===== src/rtl/decode_stage_if.sv =====
`default_nettype none
// +----------------------------------------------------------------------------+
// | Module   : decode_stage_if                                                 |
// | Purpose  : Bundles the instruction handshake, the status-flag write, the   |
// |            decoded-bundle handshake and the decoded fields of the decode   |
// |            stage into one interface.                                       |
// | Modports : master - instruction source / bundle consumer (drives in_valid, |
// |                     gvn_instr, flag_we, flag_in, out_ready)                |
// |            slave  - the decode stage itself                                |
// | Revision : 1.0 - initial release                                           |
// +----------------------------------------------------------------------------+
interface decode_stage_if #(
  parameter int IW  = 16,
  parameter int OPW = 4,
  parameter int RW  = 3,
  parameter int AW  = 8,
  parameter int FW  = 4
) ();
  localparam int SHW = IW - OPW - 3*RW;  // shamt width
  localparam int CW  = IW - OPW - 2*RW;  // const width

  // Instruction handshake
  logic           in_valid;
  logic           in_ready;
  logic [IW-1:0]  gvn_instr;
  // Status-register write
  logic           flag_we;
  logic [FW-1:0]  flag_in;
  // Decoded-bundle handshake
  logic           out_valid;
  logic           out_ready;
  // Decoded fields ("const" is a reserved word, hence const_fld)
  logic [OPW-1:0] opcode;
  logic [RW-1:0]  rd;
  logic [RW-1:0]  rs;
  logic [RW-1:0]  rt;
  logic [SHW-1:0] shamt;
  logic [CW-1:0]  const_fld;
  logic [AW-1:0]  adr;
  logic           w_en;
  logic           rt_sel;
  logic           w_en2;
  logic           rd_sel;
  logic           pc_sel;
  logic           illegal;
  // Current status register
  logic [FW-1:0]  sr;

  modport master (
    output in_valid, gvn_instr, flag_we, flag_in, out_ready,
    input  in_ready, out_valid, opcode, rd, rs, rt, shamt, const_fld, adr,
           w_en, rt_sel, w_en2, rd_sel, pc_sel, illegal, sr
  );

  modport slave (
    input  in_valid, gvn_instr, flag_we, flag_in, out_ready,
    output in_ready, out_valid, opcode, rd, rs, rt, shamt, const_fld, adr,
           w_en, rt_sel, w_en2, rd_sel, pc_sel, illegal, sr
  );
endinterface
`default_nettype wire


===== src/rtl/decode_stage.sv =====
`default_nettype none
// +----------------------------------------------------------------------------+
// | Module   : decode_stage                                                    |
// | Purpose  : One-cycle instruction decode stage with valid/ready handshakes, |
// |            a status register with same-cycle write bypass for conditional |
// |            jumps, and squashing of SQ instructions after a taken jump.     |
// | Ports    : clk - rising-edge clock                                         |
// |            rst - asynchronous active-low reset                             |
// |            bus - decode_stage_if.slave (handshakes, flags, decoded fields) |
// | Revision : 1.0 - initial release                                           |
// +----------------------------------------------------------------------------+
module decode_stage #(
  parameter int IW  = 16,
  parameter int OPW = 4,
  parameter int RW  = 3,
  parameter int AW  = 8,
  parameter int FW  = 4,
  parameter int SQ  = 1
) (
  input  logic           clk,
  input  logic           rst,
  decode_stage_if.slave  bus
);

  localparam int SHW = IW - OPW - 3*RW;
  localparam int CW  = IW - OPW - 2*RW;
  localparam int SQW = (SQ > 0) ? $clog2(SQ + 1) : 1;

  localparam logic [OPW-1:0] c_op_rlast = OPW'(4);
  localparam logic [OPW-1:0] c_op_i0    = OPW'(5);
  localparam logic [OPW-1:0] c_op_i1    = OPW'(6);
  localparam logic [OPW-1:0] c_op_ld    = OPW'(7);
  localparam logic [OPW-1:0] c_op_st    = OPW'(8);
  localparam logic [OPW-1:0] c_op_jmp   = OPW'(9);
  localparam logic [OPW-1:0] c_op_cj    = OPW'(14);
  localparam logic [SQW-1:0] c_sq       = SQW'(SQ);
  localparam logic [SQW-1:0] c_sq_one   = SQW'(1);
  localparam bit             c_sq_en    = (SQ > 0);

  // Reject parameter sets whose fields do not fit in the instruction word.
  if (IW < OPW + 3*RW + 1 || IW < OPW + AW + FW) begin : g_param_check
    $error("decode_stage: IW=%0d too small for OPW/RW/AW/FW fields", IW);
  end

  typedef enum logic [0:0] {
    ST_RUN    = 1'b0,
    ST_SQUASH = 1'b1
  } state_t;

  // ---------------------------------------------------------------------------
  // Field extraction
  // ---------------------------------------------------------------------------
  logic [OPW-1:0] w_op;
  logic [RW-1:0]  w_rd, w_rs, w_rt;
  logic [SHW-1:0] w_shamt;
  logic [CW-1:0]  w_const;
  logic [AW-1:0]  w_adr;
  logic [FW-1:0]  w_mask;

  assign w_op    = bus.gvn_instr[OPW-1:0];
  assign w_rd    = bus.gvn_instr[OPW+RW-1:OPW];
  assign w_rs    = bus.gvn_instr[OPW+2*RW-1:OPW+RW];
  assign w_rt    = bus.gvn_instr[OPW+3*RW-1:OPW+2*RW];
  assign w_shamt = bus.gvn_instr[IW-1:OPW+3*RW];
  assign w_const = bus.gvn_instr[IW-1:OPW+2*RW];
  assign w_adr   = bus.gvn_instr[OPW+AW-1:OPW];
  assign w_mask  = bus.gvn_instr[OPW+AW+FW-1:OPW+AW];

  // ---------------------------------------------------------------------------
  // Conditional-jump evaluation; a flag write in the same cycle is bypassed
  // so the branch sees the value the status register is about to take.
  // An all-zero mask means "any flag set".
  // ---------------------------------------------------------------------------
  logic [FW-1:0] r_sr;
  logic [FW-1:0] w_s;
  logic          w_taken;

  assign w_s     = bus.flag_we ? bus.flag_in : r_sr;
  assign w_taken = (w_mask == '0) ? (|w_s) : (|(w_s & w_mask));

  // ---------------------------------------------------------------------------
  // Opcode decode
  // ---------------------------------------------------------------------------
  logic w_wen, w_rtsel, w_wen2, w_rdsel, w_pcsel, w_ill;
  logic w_is_rtype;

  assign w_is_rtype = (w_op <= c_op_rlast);

  always_comb begin
    w_wen   = 1'b0;
    w_rtsel = 1'b0;
    w_wen2  = 1'b0;
    w_rdsel = 1'b0;
    w_pcsel = 1'b0;
    w_ill   = 1'b0;
    if (w_is_rtype) begin
      w_wen = 1'b1;
    end else if (w_op == c_op_i0 || w_op == c_op_i1) begin
      w_rtsel = 1'b1;
      w_wen   = 1'b1;
    end else if (w_op == c_op_ld) begin
      w_rtsel = 1'b1;
      w_rdsel = 1'b1;
      w_wen   = 1'b1;
    end else if (w_op == c_op_st) begin
      w_rtsel = 1'b1;
      w_wen2  = 1'b1;
    end else if (w_op == c_op_jmp) begin
      w_pcsel = 1'b1;
    end else if (w_op == c_op_cj) begin
      w_pcsel = w_taken;
    end else begin
      w_ill = 1'b1;
    end
  end

  // ---------------------------------------------------------------------------
  // Handshake
  // ---------------------------------------------------------------------------
  logic r_out_valid;
  logic w_in_ready;
  logic w_xfer;
  logic w_squash;
  logic w_accept;
  logic w_redirect;

  assign w_in_ready = !r_out_valid || bus.out_ready;
  assign w_xfer     = bus.in_valid && w_in_ready;
  assign w_redirect = (w_op == c_op_jmp) || ((w_op == c_op_cj) && w_taken);

  // ---------------------------------------------------------------------------
  // Squash state machine
  // ---------------------------------------------------------------------------
  state_t         r_state, w_state_nxt;
  logic [SQW-1:0] r_sq_cnt, w_sq_cnt_nxt;

  always_ff @(posedge clk or negedge rst) begin
    if (!rst) begin
      r_state  <= ST_RUN;
      r_sq_cnt <= '0;
    end else begin
      r_state  <= w_state_nxt;
      r_sq_cnt <= w_sq_cnt_nxt;
    end
  end

  always_comb begin
    w_state_nxt  = r_state;
    w_sq_cnt_nxt = r_sq_cnt;
    w_squash     = 1'b0;
    if (r_state == ST_RUN) begin
      if (c_sq_en && w_xfer && w_redirect) begin
        w_state_nxt  = ST_SQUASH;
        w_sq_cnt_nxt = c_sq;
      end
    end else begin
      // Everything arriving here is dropped, jumps included, so a jump in
      // the shadow of another never restarts the count.
      w_squash = 1'b1;
      if (w_xfer) begin
        w_sq_cnt_nxt = r_sq_cnt - c_sq_one;
        if (r_sq_cnt <= c_sq_one) begin
          w_state_nxt = ST_RUN;
        end
      end
    end
  end

  assign w_accept = w_xfer && !w_squash;

  // ---------------------------------------------------------------------------
  // Output bundle and status register
  // ---------------------------------------------------------------------------
  logic [OPW-1:0] r_opcode;
  logic [RW-1:0]  r_rd, r_rs, r_rt;
  logic [SHW-1:0] r_shamt;
  logic [CW-1:0]  r_const;
  logic [AW-1:0]  r_adr;
  logic           r_wen, r_rtsel, r_wen2, r_rdsel, r_pcsel, r_ill;

  always_ff @(posedge clk or negedge rst) begin
    if (!rst) begin
      r_out_valid <= 1'b0;
      r_sr        <= '0;
      r_opcode    <= '0;
      r_rd        <= '0;
      r_rs        <= '0;
      r_rt        <= '0;
      r_shamt     <= '0;
      r_const     <= '0;
      r_adr       <= '0;
      r_wen       <= 1'b0;
      r_rtsel     <= 1'b0;
      r_wen2      <= 1'b0;
      r_rdsel     <= 1'b0;
      r_pcsel     <= 1'b0;
      r_ill       <= 1'b0;
    end else begin
      if (bus.flag_we) begin
        r_sr <= bus.flag_in;
      end
      if (w_accept) begin
        r_out_valid <= 1'b1;
        r_opcode    <= w_op;
        r_rd        <= w_rd;
        r_rs        <= w_rs;
        r_rt        <= w_rt;
        r_shamt     <= w_shamt;
        r_const     <= w_is_rtype ? '0 : w_const;
        r_adr       <= w_adr;
        r_wen       <= w_wen;
        r_rtsel     <= w_rtsel;
        r_wen2      <= w_wen2;
        r_rdsel     <= w_rdsel;
        r_pcsel     <= w_pcsel;
        r_ill       <= w_ill;
      end else if (bus.out_ready) begin
        // Also covers a squashed transfer: the consumer took the old bundle.
        r_out_valid <= 1'b0;
      end
    end
  end

  assign bus.in_ready  = w_in_ready;
  assign bus.out_valid = r_out_valid;
  assign bus.opcode    = r_opcode;
  assign bus.rd        = r_rd;
  assign bus.rs        = r_rs;
  assign bus.rt        = r_rt;
  assign bus.shamt     = r_shamt;
  assign bus.const_fld = r_const;
  assign bus.adr       = r_adr;
  assign bus.w_en      = r_wen;
  assign bus.rt_sel    = r_rtsel;
  assign bus.w_en2     = r_wen2;
  assign bus.rd_sel    = r_rdsel;
  assign bus.pc_sel    = r_pcsel;
  assign bus.illegal   = r_ill;
  assign bus.sr        = r_sr;

endmodule
`default_nettype wire


===== src/flat_wrapper.sv =====
// flat-port wrapper written by rule: the top's interface ports become plain ports
module decode_stage_flat 
#(
  parameter int IW  = 16,
  parameter int OPW = 4,
  parameter int RW  = 3,
  parameter int AW  = 8,
  parameter int FW  = 4,
  parameter int SQ  = 1
)
  (clk, rst, bus_in_valid, bus_gvn_instr, bus_flag_we, bus_flag_in, bus_out_ready, bus_in_ready, bus_out_valid, bus_opcode, bus_rd, bus_rs, bus_rt, bus_shamt, bus_const_fld, bus_adr, bus_w_en, bus_rt_sel, bus_w_en2, bus_rd_sel, bus_pc_sel, bus_illegal, bus_sr);
  decode_stage_if #(.IW(IW), .OPW(OPW), .RW(RW), .AW(AW), .FW(FW)) bus_i ();
  input  logic clk;
  input  logic rst;
  input wire logic [$bits(bus_i.in_valid)-1:0] bus_in_valid;
  input wire logic [$bits(bus_i.gvn_instr)-1:0] bus_gvn_instr;
  input wire logic [$bits(bus_i.flag_we)-1:0] bus_flag_we;
  input wire logic [$bits(bus_i.flag_in)-1:0] bus_flag_in;
  input wire logic [$bits(bus_i.out_ready)-1:0] bus_out_ready;
  output wire logic [$bits(bus_i.in_ready)-1:0] bus_in_ready;
  output wire logic [$bits(bus_i.out_valid)-1:0] bus_out_valid;
  output wire logic [$bits(bus_i.opcode)-1:0] bus_opcode;
  output wire logic [$bits(bus_i.rd)-1:0] bus_rd;
  output wire logic [$bits(bus_i.rs)-1:0] bus_rs;
  output wire logic [$bits(bus_i.rt)-1:0] bus_rt;
  output wire logic [$bits(bus_i.shamt)-1:0] bus_shamt;
  output wire logic [$bits(bus_i.const_fld)-1:0] bus_const_fld;
  output wire logic [$bits(bus_i.adr)-1:0] bus_adr;
  output wire logic [$bits(bus_i.w_en)-1:0] bus_w_en;
  output wire logic [$bits(bus_i.rt_sel)-1:0] bus_rt_sel;
  output wire logic [$bits(bus_i.w_en2)-1:0] bus_w_en2;
  output wire logic [$bits(bus_i.rd_sel)-1:0] bus_rd_sel;
  output wire logic [$bits(bus_i.pc_sel)-1:0] bus_pc_sel;
  output wire logic [$bits(bus_i.illegal)-1:0] bus_illegal;
  output wire logic [$bits(bus_i.sr)-1:0] bus_sr;
  assign bus_i.in_valid = bus_in_valid;
  assign bus_i.gvn_instr = bus_gvn_instr;
  assign bus_i.flag_we = bus_flag_we;
  assign bus_i.flag_in = bus_flag_in;
  assign bus_i.out_ready = bus_out_ready;
  assign bus_in_ready = bus_i.in_ready;
  assign bus_out_valid = bus_i.out_valid;
  assign bus_opcode = bus_i.opcode;
  assign bus_rd = bus_i.rd;
  assign bus_rs = bus_i.rs;
  assign bus_rt = bus_i.rt;
  assign bus_shamt = bus_i.shamt;
  assign bus_const_fld = bus_i.const_fld;
  assign bus_adr = bus_i.adr;
  assign bus_w_en = bus_i.w_en;
  assign bus_rt_sel = bus_i.rt_sel;
  assign bus_w_en2 = bus_i.w_en2;
  assign bus_rd_sel = bus_i.rd_sel;
  assign bus_pc_sel = bus_i.pc_sel;
  assign bus_illegal = bus_i.illegal;
  assign bus_sr = bus_i.sr;
  decode_stage #(.IW(IW), .OPW(OPW), .RW(RW), .AW(AW), .FW(FW), .SQ(SQ)) u_core (.clk(clk), .rst(rst), .bus(bus_i));
endmodule

===== config.mk =====
export PLATFORM = sky130hd
export DESIGN_NAME = decode_stage_flat
export DESIGN_NICKNAME = d
export VERILOG_FILES = /design/src/rtl/decode_stage_if.sv /design/src/rtl/decode_stage.sv /design/src/flat_wrapper.sv
export SDC_FILE = /design/constraint.sdc
export NUM_CORES = 1
export LEC_CHECK = 0
export ABC_AREA = 1
export BUFFER_PORTS_ARGS = -buffer_cell sky130_fd_sc_hd__buf_4
export CAP_MARGIN = 0
export CORE_MARGIN = 2
export CORE_UTILIZATION = 32
export CTS_CLUSTER_SIZE = 16
export DETAILED_ROUTE_END_ITERATION = 6
export GPL_TIMING_DRIVEN = 0
export PLACE_DENSITY_LB_ADDON = 0.08
export SYNTH_ARGS = -nofsm -noshare
export SYNTH_HDL_FRONTEND = slang
export SYNTH_SLANG_ARGS = --single-unit

===== constraint.sdc =====
create_clock -name clk -period 1.4 [get_ports clk]
set_input_delay 0.42 -clock clk [delete_from_list [all_inputs] [get_ports clk]]
set_output_delay 0.42 -clock clk [all_outputs]
set_load 0.005 [all_outputs]

# After elaboration in Yosys (flattened, before gate mapping)
# Index checks and enable logic that the tools add are counted.
[totals]
register_bits = 43
latch_bits = 0
ramBits = 0
mem_bits_ro = 0
input_bits = 25
out_inout_bits = 42
wordCells = 79
memories = 0
[op_classes]
addsub = 1
n_mul = 0
n_div = 0
n_lt_le_gt_ge = 2
eq_ne = 7
n_shift = 0
muxes = 36
bitwise = 2
n_reduce_logical = 14
[ops]
columns = ["cell", "n"]
rows = [
  ["$mux 1", 34],
  ["$eq 4x3->1 const B", 3],
  ["$eq 4x4->1 const B", 3],
  ["$reduce_or 4->1", 2],
  ["$mux 6", 1],
  ["$and 4x4->4", 1],
  ["$le 4x3->1 const B", 1],
  ["$logic_and 1x1->1", 4],
  ["$logic_not 4->1", 1],
  ["$mux 4", 1],
  ["$reduce_bool 2->1", 2],
  ["$logic_or 1x1->1", 3],
  ["$ne 2x1->1 const B", 1],
  ["$reduce_and 2->1", 1],
  ["$le 1x1->1 const B", 1],
  ["$logic_not 1->1", 1],
  ["$not 1->1", 1],
  ["$sub 1x1->1 const B", 1],
]

# Depth between registers and ports, before layout
[depth]
depth_word = 10
mapped_depth = 13
depth_no_buf = 12

# Worst setup path after synthesis
# No wires, ideal clock.
[synth_path]
kind = "input-to-reg"
startpoint = "input port bus_out_ready"
endpoint = "register u_core.r_rtsel (netlist: u_core.bus.rt_sel)"
setup_time_ns = 0.123
t_arrival_ns = 1.107
required_time_ns = 1.277
slack_ns = 0.170
cell_stages = 8
n_path_buf = 1
path_cell_list = "inv_1 > nand2_2 > nand2_2 > nor2_4 > inv_2 > buf_4 > nand2_1 > nand2_1"
[synth_via]
elab_chain_cells = 3
[synth_lines]
columns = ["element", "line_no", "text"]
rows = [
  ["from (decl)", "flat_wrapper.sv:19", "input wire logic [$bits(bus_i.out_ready)-1:0] bus_out_ready;"],
  ["$logic_or 1x1->1", "decode_stage.sv:127", "assign w_in_ready = !r_out_valid || bus.out_ready;"],
  ["named net bus_in_ready", "flat_wrapper.sv:20", "output wire logic [$bits(bus_i.in_ready)-1:0] bus_in_ready;"],
  ["$logic_and 1x1->1", "decode_stage.sv:128", "assign w_xfer = bus.in_valid && w_in_ready;"],
  ["$logic_and 1x1->1", "decode_stage.sv:169", "assign w_accept = w_xfer && !w_squash;"],
  ["to (signal assigned)", "decode_stage.sv:212", "r_rtsel <= w_rtsel;"],
  ["to (decl)", "decode_stage.sv:179", "logic r_wen, r_rtsel, r_wen2, r_rdsel, r_pcsel, r_ill;"],
]
# The timed path passes the listed nets, and every way through them passes these cells.
# A chain may end at the register's enable or synchronous reset.

==> flow_metrics.env <==
export IMPL_run_status="complete, no violations"
export IMPL_core_area_um2=4723
export IMPL_irDropWorstVdd_mv=0.4177
export IMPL_floorplan_die_area_um2=5446
export IMPL_floorplan_die_height_um=73.80
export IMPL_gpl_final_weighted_congestion=0.7394
export IMPL_slowest_stage_cell_crit_path="dfrtp_1"
export IMPL_grt_use_total=0.1406
export IMPL_power_sequential_fraction=0.454
export IMPL_final_setup_skew_ps=7.116
export IMPL_chip_width_um=73.80
export IMPL_clk_insertion_delay_late_ps=280
export IMPL_ys_warns=0
export IMPL_post_dp_hpwl_um=2659
export IMPL_max_stage_delay_ps=400
export IMPL_yosysTopAreaCellShare=0.5457
export IMPL_p_int_mw=1.980
export IMPL_synth_seq_area_share=0.5457
export IMPL_power_combinational_fraction=0.281
export IMPL_rsz0062_at_grt="no"
export IMPL_timing_max_cap_violations=0
export IMPL_std_cell_rows=25
export IMPL_timing_critical_path_arrival_ps=940
export IMPL_post_synthesis_cells=189
export IMPL_hold_class="in2async"
export IMPL_numCtsBuffers=5
export IMPL_fillCellCount=505
export IMPL_vias_per_cell=4.094
export IMPL_hold_ws_ps=83.21
export IMPL_io_buffer_count=65
export IMPL_nets=288
export IMPL_synth_area_um2=1559
export IMPL_number_of_sinks_handled_by_clock_tree_synthesis=34
export IMPL_power_switching_share=0.2753
export IMPL_initial_util=0.3301
export IMPL_antenna_found_initial=0
export IMPL_largest_net_degree_at_the_start_of_global_routing=35
export IMPL_ys_flop_type="dfrtp_1"
export IMPL_synth_edf_count=0
export IMPL_cp_common_cell="buf_4"
export IMPL_achievable_frequency_ghz=0.7361
export IMPL_synth_avg_cell_area_um2=8.249
export IMPL_synth_common_cells="nand2_1 (84), dfrtp_1 (34), inv_1 (20)"
export IMPL_synth_most_common_cell="nand2_1"
export IMPL_drc=0
export IMPL_worstPathBufferInverterCount=2
export IMPL_number_of_setup_violations_in_the_final_report=0
export IMPL_yosysUniqueCellTypes=19
export IMPL_worst_ep_required_time_ps=980
export IMPL_vias_in_the_first_global_route=1306
export IMPL_reg_area_um2=850.8
export IMPL_total_power_mw=2.733
export IMPL_path_max_fanout=3
export IMPL_clockRootBuffer="clkbuf_8"
export IMPL_async_reset_ff_frac=1.000
export IMPL_ios=67
export IMPL_finalHoldViolCount=0
export IMPL_diodes=0
export IMPL_routedWlPerCell_um=10.77
export IMPL_slew_headroom=0.7067
export IMPL_timing_max_transition_violations_final=0
export IMPL_cp_top_family="flip-flops"
export IMPL_drt_antenna_violating_nets=0
export IMPL_tritoncts_clock_tree="done"
export IMPL_synth_fp_nets=214
export IMPL_power_density_nw_per_um2=1222
export IMPL_num_vias=1355
export IMPL_number_of_buffers_between_clock_root_and_the_deepest_sink=2
export IMPL_totalNegativeSetupSlack_ps=0
export IMPL_fin_crit_sh=0.9704
export IMPL_globalRouteOverflowTotal=0
export IMPL_area_of_the_multi_input_gates_um2=510.5
export IMPL_grt_first_pass_wirelength_um=5809
export IMPL_stdcell_count=331
export IMPL_leakage_nw=1.265
export IMPL_relative_contribution_of_the_clock_network_to_total_power=0.265
export IMPL_clk_pin_slew_worst_paths_ps=70
export IMPL_cts_htree_levels=2
export IMPL_netlist_top_cell_by_area="dfrtp_1"
export IMPL_dp_cells=321
export IMPL_power_net_switching_mw=0.7524
export IMPL_cts_hold_buffers_added=0
export IMPL_synth_area_leaders="dfrtp_1 (55%), nand2_1 (20%), inv_1 (4.8%)"
export IMPL_area_growth_syn_to_layout_pct=43.50
export IMPL_max_slew_worst_pin_slew_ps=439.9
export IMPL_drt_pass1_iter_count=4
export IMPL_ys_seq_elements=34
export IMPL_worst_setup_path_type="reg2out"
export IMPL_initialDrtViolationCount=71
export IMPL_drive_gt1_frac=0.3712
export IMPL_route_final_wire_length_um=3564
export IMPL_worst_setup_path_start_kind="register"
export IMPL_setup_worst_path_end_class="primary output"
export IMPL_crit_path_cell_trace="buf_4, buf_4"
export IMPL_period_needed_ps=1359
## area by class of cell
cell class | instances | area share
inverters | 23 | 0.03971
repair buffers | 68 | 0.2282
well taps | 67 | 0.03747
flip-flops and latches | 34 | 0.3803
clock buffers | 7 | 0.03859
plain buffers | 12 | 0.04530
multi-input cells | 119 | 0.2282
clock inverters | 1 | 0.002237
## metal layers
metal	share of wire	global-route usage	vias to the layer above
li1	-	-	718
met1	0.47	0.1785	587
met2	0.45	0.2252	45
met3	0.061	0.03292	5
met4	0.016	0.06667	0
met5	0	0	-
## placed cells by master (no fill, tap or decap)
master     n
nand4_1    3
buf_6      2
clkbuf_8   7
inv_4      1
o21ai_0    8
inv_1     20
buf_4     76
nor2_4     1
clkbuf_1   1
dfrtp_1   34
o21ai_1    3
nor2_1     9
nand3_1    1
nand2_2    2
a21oi_1    1
clkinv_2   1
buf_2      1
nand2_1   84
inv_2      2
nor3_1     2
o21ai_2    5
## power groups by stage
stage	clock network (mW)	registers [mW]	logic, mW
after floorplan	0	1.26	0.311
after global placement	0	1.25	0.769
after detailed placement	0	1.26	0.777
after CTS	0.760	1.24	0.778
after global routing	0.805	1.26	0.863
final	0.725	1.24	0.767
## final timing paths
kind	startpoint	end	slack (ps)	cells after the start
setup / recovery	u_core.bus.adr[2]	bus_rd[2]	40	2
hold / removal	rst	u_core.bus.shamt[0]	80	1
setup reg to reg	u_core.bus.out_valid	u_core.bus.rt_sel	160	7
hold reg to reg	u_core.bus.pc_sel	u_core.bus.pc_sel	480	2
max in group asynchronous	rst	u_core.r_state	1010	1
min in group clk	bus_gvn_instr[5]	u_core.bus.adr[1]	340	3
## metrics by stage
step | worst slack [ps] | instance area (um2) | utilization
floorplan | 170.4 | 1559 | -
global placement | -95.92 | 2131 | 0.4511
detailed placement | -103.3 | 2131 | 0.4511
CTS | 29.86 | 2222 | 0.4705
global route | 2.875 | 2237 | 0.4736
finish | 41.41 | 2237 | 0.4736
## kinds of logic after synthesis
kind of cell | share of synthesized area
compound gates | 0.06661
flops | 0.5457
simple gates | 0.2608
buf+inv | 0.1268
## state kept, by name (all words and copies together) (netlist names)
register,flops
u_core.r_state,1
u_core.bus.rd_sel,1
u_core.bus.opcode,4
u_core.bus.shamt,3
u_core.bus.adr,7
u_core.bus.sr,4
u_core.bus.rt,2
u_core.bus.const_fld,6
u_core.bus.out_valid,1
u_core.bus.w_en2,1
u_core.bus.illegal,1
u_core.bus.w_en,1
u_core.bus.pc_sel,1
u_core.bus.rt_sel,1
## worst reg2reg max path: cells and delay by family, from the launching register on
family / cells / cell delay, ps
and+or+nand+nor: 4 / 410
DFF: 1 / 380
buffers and inverters: 2 / 310
AOI/OAI and AO/OA: 1 / 90
## timing repair
action                                  CTS  global route
endpoints found under the setup margin    0            23
setup buffers                             0             3
resized for setup                         0             0
Power figures use the tool's default switching activity.
